File: src/rtl/gcd_pkg.sv
// Shared types for the GCD engine.
//   state_t    : engine FSM states
//   MODE_SUB   : subtractive Euclid select value for in_mode
//   MODE_STEIN : binary (Stein) select value for in_mode
package gcd_pkg;

  typedef enum logic [2:0] {
    IDLE  = 3'd0,
    CHECK = 3'd1,
    SUB   = 3'd2,
    STEIN = 3'd3,
    DONE  = 3'd4
  } state_t;

  localparam logic MODE_SUB   = 1'b0;
  localparam logic MODE_STEIN = 1'b1;

endpackage : gcd_pkg

File: src/rtl/gcd_step_dp.sv
// One combinational reduction step of the GCD datapath.
//   a, b, k      : current operand pair and common power-of-two shift
//   mode         : MODE_SUB or MODE_STEIN
//   a_nxt, b_nxt : operands after one step
//   k_nxt        : shift count after one step
//   eq           : a == b (terminal condition)
//   zero         : either operand is zero
module gcd_step_dp
  import gcd_pkg::*;
#(
  parameter int unsigned WIDTH = 16,
  parameter int unsigned K_W   = 5
) (
  input  logic [WIDTH-1:0] a,
  input  logic [WIDTH-1:0] b,
  input  logic [K_W-1:0]   k,
  input  logic             mode,
  output logic [WIDTH-1:0] a_nxt,
  output logic [WIDTH-1:0] b_nxt,
  output logic [K_W-1:0]   k_nxt,
  output logic             eq,
  output logic             zero
);

  assign eq   = (a == b);
  assign zero = (a == '0) || (b == '0);

  // Reduce the larger operand, or halve even operands in binary mode.
  always_comb begin
    a_nxt = a;
    b_nxt = b;
    k_nxt = k;
    if (mode == MODE_SUB) begin
      if (a > b) begin
        a_nxt = a - b;
      end else if (b > a) begin
        b_nxt = b - a;
      end
    end else begin
      unique case ({a[0], b[0]})
        2'b00: begin
          a_nxt = a >> 1;
          b_nxt = b >> 1;
          k_nxt = k + K_W'(1);
        end
        2'b01: a_nxt = a >> 1;
        2'b10: b_nxt = b >> 1;
        default: begin
          if (a > b) begin
            a_nxt = a - b;
          end else if (b > a) begin
            b_nxt = b - a;
          end
        end
      endcase
    end
  end

endmodule : gcd_step_dp

File: src/rtl/gcd_engine.sv
// GCD engine: subtractive Euclid or binary Stein, selectable per request,
// with valid/ready handshakes, iteration count, timeout and abort.
//   clk, rst_n          : clock, async active-low reset
//   abort               : synchronous abort back to IDLE, no result delivered
//   in_valid/in_ready   : operand handshake (in_a, in_b, in_mode)
//   out_valid/out_ready : result handshake (out_gcd, out_iter, out_err)
//   busy                : engine is not IDLE
module gcd_engine
  import gcd_pkg::*;
#(
  parameter int unsigned WIDTH    = 16,
  parameter int unsigned ITER_W   = 16,
  parameter int unsigned MAX_ITER = 1023
) (
  input  logic              clk,
  input  logic              rst_n,
  input  logic              abort,
  input  logic              in_valid,
  output logic              in_ready,
  input  logic [WIDTH-1:0]  in_a,
  input  logic [WIDTH-1:0]  in_b,
  input  logic              in_mode,
  output logic              out_valid,
  input  logic              out_ready,
  output logic [WIDTH-1:0]  out_gcd,
  output logic [ITER_W-1:0] out_iter,
  output logic              out_err,
  output logic              busy
);

  localparam int unsigned     K_W        = $clog2(WIDTH) + 1;
  localparam logic [ITER_W-1:0] ITER_SAT   = '1;
  localparam logic [ITER_W-1:0] ITER_LIMIT = ITER_W'(MAX_ITER);
  localparam bit              TIMEOUT_EN = (MAX_ITER != 0);

  state_t            state;
  logic [WIDTH-1:0]  a_q;
  logic [WIDTH-1:0]  b_q;
  logic [K_W-1:0]    k_q;
  logic [ITER_W-1:0] iter_q;
  logic              mode_q;

  logic [WIDTH-1:0]  a_nxt;
  logic [WIDTH-1:0]  b_nxt;
  logic [K_W-1:0]    k_nxt;
  logic              eq;
  logic              zero;

  assign in_ready = (state == IDLE) && !abort;
  assign busy     = (state != IDLE);

  gcd_step_dp #(
    .WIDTH (WIDTH),
    .K_W   (K_W)
  ) u_step (
    .a     (a_q),
    .b     (b_q),
    .k     (k_q),
    .mode  (mode_q),
    .a_nxt (a_nxt),
    .b_nxt (b_nxt),
    .k_nxt (k_nxt),
    .eq    (eq),
    .zero  (zero)
  );

  // Control FSM, operand registers and registered result outputs.
  always_ff @(posedge clk or negedge rst_n) begin
    if (!rst_n) begin
      state     <= IDLE;
      a_q       <= '0;
      b_q       <= '0;
      k_q       <= '0;
      iter_q    <= '0;
      mode_q    <= MODE_SUB;
      out_valid <= 1'b0;
      out_gcd   <= '0;
      out_iter  <= '0;
      out_err   <= 1'b0;
    end else if (abort) begin
      // Abort wins over accept and over the output handshake.
      state     <= IDLE;
      out_valid <= 1'b0;
    end else begin
      unique case (state)
        IDLE: begin
          if (in_valid) begin
            a_q    <= in_a;
            b_q    <= in_b;
            mode_q <= in_mode;
            k_q    <= '0;
            iter_q <= '0;
            state  <= CHECK;
          end
        end
        CHECK: begin
          if (zero) begin
            out_gcd  <= a_q | b_q;
            out_iter <= iter_q;
            out_err  <= 1'b0;
            state    <= DONE;
          end else begin
            state <= (mode_q == MODE_STEIN) ? STEIN : SUB;
          end
        end
        SUB, STEIN: begin
          if (eq) begin
            // k is always zero in subtractive mode, so one path serves both.
            out_gcd  <= a_q << k_q;
            out_iter <= iter_q;
            out_err  <= 1'b0;
            state    <= DONE;
          end else if (TIMEOUT_EN && (iter_q == ITER_LIMIT)) begin
            out_gcd  <= '0;
            out_iter <= iter_q;
            out_err  <= 1'b1;
            state    <= DONE;
          end else begin
            a_q <= a_nxt;
            b_q <= b_nxt;
            k_q <= k_nxt;
            if (iter_q != ITER_SAT) begin
              iter_q <= iter_q + ITER_W'(1);
            end
          end
        end
        DONE: begin
          // First DONE cycle raises out_valid; hold until the consumer takes it.
          if (!out_valid) begin
            out_valid <= 1'b1;
          end else if (out_ready) begin
            out_valid <= 1'b0;
            state     <= IDLE;
          end
        end
        default: state <= IDLE;
      endcase
    end
  end

endmodule : gcd_engine

File: config.mk
export PLATFORM = sky130hd
export DESIGN_NAME = gcd_engine
export DESIGN_NICKNAME = d
export VERILOG_FILES = /design/src/rtl/gcd_pkg.sv /design/src/rtl/gcd_step_dp.sv /design/src/rtl/gcd_engine.sv
export SDC_FILE = /design/constraint.sdc
export NUM_CORES = 1
export LEC_CHECK = 0
export CAP_MARGIN = 20
export CORE_MARGIN = 2
export CORE_UTILIZATION = 25
export CTS_BUF_LIST = sky130_fd_sc_hd__clkbuf_2
export DETAILED_ROUTE_END_ITERATION = 6
export GPL_TIMING_DRIVEN = 0
export PLACE_DENSITY = 0.42
export SETUP_SLACK_MARGIN = 0.2
export SYNTH_ARGS = -nofsm -noshare
export SYNTH_HDL_FRONTEND = slang
export SYNTH_SLANG_ARGS = --single-unit
File: constraint.sdc
create_clock -name clk -period 7 [get_ports clk]
set_clock_uncertainty 0.15 [all_clocks]
set_input_delay 1.4 -clock clk [delete_from_list [all_inputs] [get_ports clk]]
set_output_delay 1.4 -clock clk [all_outputs]
set_load 0.05 [all_outputs]
; ---- Word-level counts from Yosys, hierarchy flattened
; Cells that the tools add are included.
[totals]
reg_bits = 91
word_cells = 114
[classes]
addsub = 4
order_cmp = 2
n_eq_ne = 23
shift = 1
n_mux = 51
bitwise_logic = 2
n_reduce_logical = 21
[ops]
columns = operator, count
row1 = $mux 16, 21
row2 = $pmux 16 s2, 7
row3 = $gt 16x16->1, 2
row4 = $logic_not 16->1, 2
row5 = $sub 16x16->16, 2
row6 = $mux 5, 5
row7 = $mux 3, 7
row8 = $ne 3x3->1 const B, 6
row9 = $reduce_and 6->1, 3
row10 = $add 16x1->16 const B, 1
row11 = $eq 16x10->1 const B, 1
row12 = $eq 16x16->1, 1
row13 = $ne 16x16->1 const B, 1
row14 = $or 16x16->16, 1
row15 = $shl 16x5->16, 1
row16 = $pmux 3 s4, 1
row17 = $ne 2x2->1 const B, 5
row18 = $pmux 5 s2, 1
row19 = $mux 1, 8
row20 = $reduce_and 4->1, 2
row21 = $reduce_and 7->1, 1
row22 = $eq 3x2->1 const B, 2
row23 = $reduce_bool 2->1, 3
row24 = $reduce_or 2->1, 3
row25 = 16 further kinds, 17

; ---- Longest topological paths before layout
[depth]
ltp_word = 8
ltp_mapped = 13
mapped_depth_nobuf = 10

; ---- Modules after synthesis
; From an unflattened synthesis, not the netlist that was laid out.
[hier_totals]
hier_cells = 914
area_unflattened_um2 = 7641.1
[modules_own_cells]
columns = mod, instances, cells_per_inst, area_each_um2, seq_area_each_um2
row1 = gcd_engine, 1, 538, 5057.4, 2277.2
row2 = gcd_step_dp, 1, 376, 2583.7, 0.0

; ---- Least setup slack after synthesis
; OpenSTA, ideal clock, no wires.
[synth_path]
kind = input to output
from = input abort
to = output in_ready
arrival_time_ns = 2.270
required_time_ns = 5.450
path_slack_ns = 3.180
stages = 2
cell_sequence = clkbuf_1 -> nor2_1
[synth_via]
elab_chain_len = 2
[synth_rtl]
columns = item, line
row1 = start: declaration, gcd_engine.sv:17  ; input logic abort,
row2 = $logic_not 1->1, gcd_engine.sv:49  ; assign in_ready = (state == IDLE) && !abort;
row3 = $logic_and 1x1->1, gcd_engine.sv:49
row4 = end: declaration, gcd_engine.sv:19  ; output logic in_ready,
; Every way passes these cells.

; ---- Worst setup path after layout
[layout_path]
from = register state[2]
to = output in_ready
[layout_via]
elab_chain_len = 2
[layout_rtl]
columns = item, line
row1 = start: declaration, gcd_engine.sv:36  ; state_t state;
row2 = start signal: assignment, gcd_engine.sv:103  ; state <= (mode_q == MODE_STEIN) ? STEIN : SUB;
row3 = $logic_not 3->1, gcd_engine.sv:49
row4 = $logic_and 1x1->1, gcd_engine.sv:49
; Every way passes these cells.

==> results.tsv <==
metric	value	unit
tns	0	ns
grt_max_degree	66	
grt.total_usage	0.1867	
antenna_found_initial	1	
numPortBuffers	72	
holdWs	0.3735	ns
final_cells	1390	
via_per_inst	5.299	
critPathRequiredTime	5.45	ns
worstSkewPairLatency	0.67	ns
fin_area	0.008992	mm^2
netlist_area	0.007626	mm^2
post-dp-hpwl	23.37	mm
yosysMostFrequentCell	dfrtp_1	
crit_path_end_kind	primary output	
worst_slack	2.644	ns
leakage	3.568	nW
area_growth	17.92	%
synth_seq_cells	91	
dpl_cell_area	0.008866	mm^2
async_flop_share	1.000	
timing_hold_violations_final	0	
maxSlewViolCount	0	
ant_nets	0	
gr-total-overflow	0	
max_cap_viol_count	0	
first_pass_iters	5	
synth_fp_nets	999	
worst_slew_pin_slew	0.8776	ns
yosysWarnings	0	
p_per_area	531.5	mW/mm^2
synth_area_per_cell	8.390	um^2
grt_pass1_wl	44.73	mm
ios	74	
worstPathArrival	2.81	ns
drt_wl_total	29.71	mm
synthCells	909	
numClockSinks	91	
synth_largest_area_cell	dfrtp_1	
yosys.area.top_type_share	0.2986	
slew_headroom	0.3998	
rsz0062_at_grt	no	
dr_total_vias	7365	
dp_slack	2.711	ns
layout-drive-gt1-share	0.07908	
peakVddDrop	0.2021	mV
htreeDepth	3	
crit_fanout	9	
root_buffer	clkbuf_2	
dieArea	0.03192	mm^2
min_period	4.356	ns
fmax	229.6	MHz
post_cts_buffers	0	
ys_seq_area_frac	0.2986	
outcome	complete, no violations	
min_path_type	reg2reg	
initial_core_util	0.2553	
synthDistinctLibCells	85	
synth_commonest_cells	dfrtp_1, nor2_1, nand2_1	
initialDrtViolationCount	447	
clk_pin_slew	0.33	ns
numCtsBuffers	9	
routedWlPerCell	21.38	um
dp.cells	1372	
grt_pass1_vias	7240	
gp_congestion	0.9343	
core_area	0.02987	mm^2
synthFlopType	dfrtp_1	
cts_tree	done	
setup_viol	0	
netlist_top_cells_area	dfrtp_1, ha_1, nor2_1	
die_w	178.7	um
fin_nets	1084	
critical_path_class	reg2out	
rows	63	
die_height	178.7	um
cp-start-kind	flop	
postCtsHoldBufs	0	
cts_resized	0	
fin_crit_sh	0.6222	
clk_path_buf_depth	2	
drc	0	
synth_edf_count	0	
## worst max-delay path, cell delays in order (launching register included)
cell and delay, ns:
dfrtp_1 0.43, clkbuf_1 0.21, nor3_1 0.32, inv_1 0.13
nor2_1 0.21, clkdlybuf4s50_1 0.84
## layout by cell type, fill, tap and decap left out, drive strengths merged, types with 14 or more instances in the layout
cell / netlist / layout
o22ai: 16 / 16
dfrtp: 91 / 91
inv: 53 / 58
mux2: 26 / 26
nor4: 29 / 29
clkdlybuf4s50: 0 / 71
mux2i: 23 / 23
nand2: 78 / 78
xnor2: 26 / 26
buf: 20 / 22
o21ai: 64 / 64
nor2: 80 / 80
clkbuf: 41 / 51
o211ai: 14 / 14
a21oi: 48 / 48
a31oi: 18 / 18
nor3: 19 / 19
ha: 50 / 50
nand3: 25 / 25
## power breakdown
group,internal [mW],switching (mW)
clock,0.0629,0.242
sequential,0.680,0.254
combinational,1.27,2.27
total,2.01,2.77
## sequential cells by signal, indices dropped and copies added (netlist names)
signal / count
k_q: 5
mode_q: 1
out_err: 1
out_valid: 1
a_q: 16
out_iter: 16
out_gcd: 16
b_q: 16
state: 3
iter_q: 16
## path summary, 6_finish.rpt
path | startpoint | endpoint | slack [ns] | depth (start not counted)
setup / recovery | state[2]$_DFFE_PN0P_ | in_ready | 2.64 | 5
hold / removal | out_gcd[8]$_DFFE_PN0P_ | out_gcd[8]$_DFFE_PN0P_ | 0.37 | 2
setup reg to reg | a_q[0]$_DFFE_PN0P_ | a_q[10]$_DFFE_PN0P_ | 2.81 | 11
hold reg to reg | out_gcd[8]$_DFFE_PN0P_ | out_gcd[8]$_DFFE_PN0P_ | 0.37 | 2
max in group asynchronous | rst_n | b_q[8]$_DFFE_PN0P_ | 5.58 | 2
min in group asynchronous | rst_n | out_gcd[2]$_DFFE_PN0P_ | 0.43 | 1
## layer usage
| metal | GRT usage | vias up | share of wire |
|---|---|---|---|
| met5 | 0 | - | 0 |
| met4 | 0.05691 | 0 | 0.022 |
| met3 | 0.02735 | 46 | 0.046 |
| met2 | 0.3058 | 214 | 0.46 |
| met1 | 0.2536 | 3589 | 0.47 |
| li1 | - | 3516 | - |
## cells by family after synthesis
family          after synthesis  synth area share
flops                        91            0.2986
simple gates                297            0.1925
mux                          51           0.07449
xor+xnor                     37           0.04249
fa+ha+maj                    52           0.08728
buf+inv                     115           0.06103
compound gates              266            0.2436
## stage by stage
step / total power, mW / utilization
2_1_floorplan: 3.305 / -
3_3_place_gp: 4.427 / 0.2957
3_5_place_dp: 4.417 / 0.2968
4_1_cts: 4.749 / 0.3008
5_1_grt: 5.134 / 0.3010
6_report: 4.780 / 0.3010
## layout make-up
| class | instances | area (um^2) |
|---|---|---|
| Fill cell | 3221 | 20880 |
| Multi-Input combinational cell | 703 | 4890 |
| Sequential cell | 91 | 2277 |
| Timing Repair Buffer | 74 | 750.7 |
| Tap cell | 390 | 488.0 |
| Buffer | 61 | 262.8 |
| Inverter | 54 | 202.7 |
| Clock inverter | 7 | 73.82 |
| Clock buffer | 9 | 45.04 |
| Antenna cell | 1 | 2.502 |
Power figures use the tool's default switching activity.
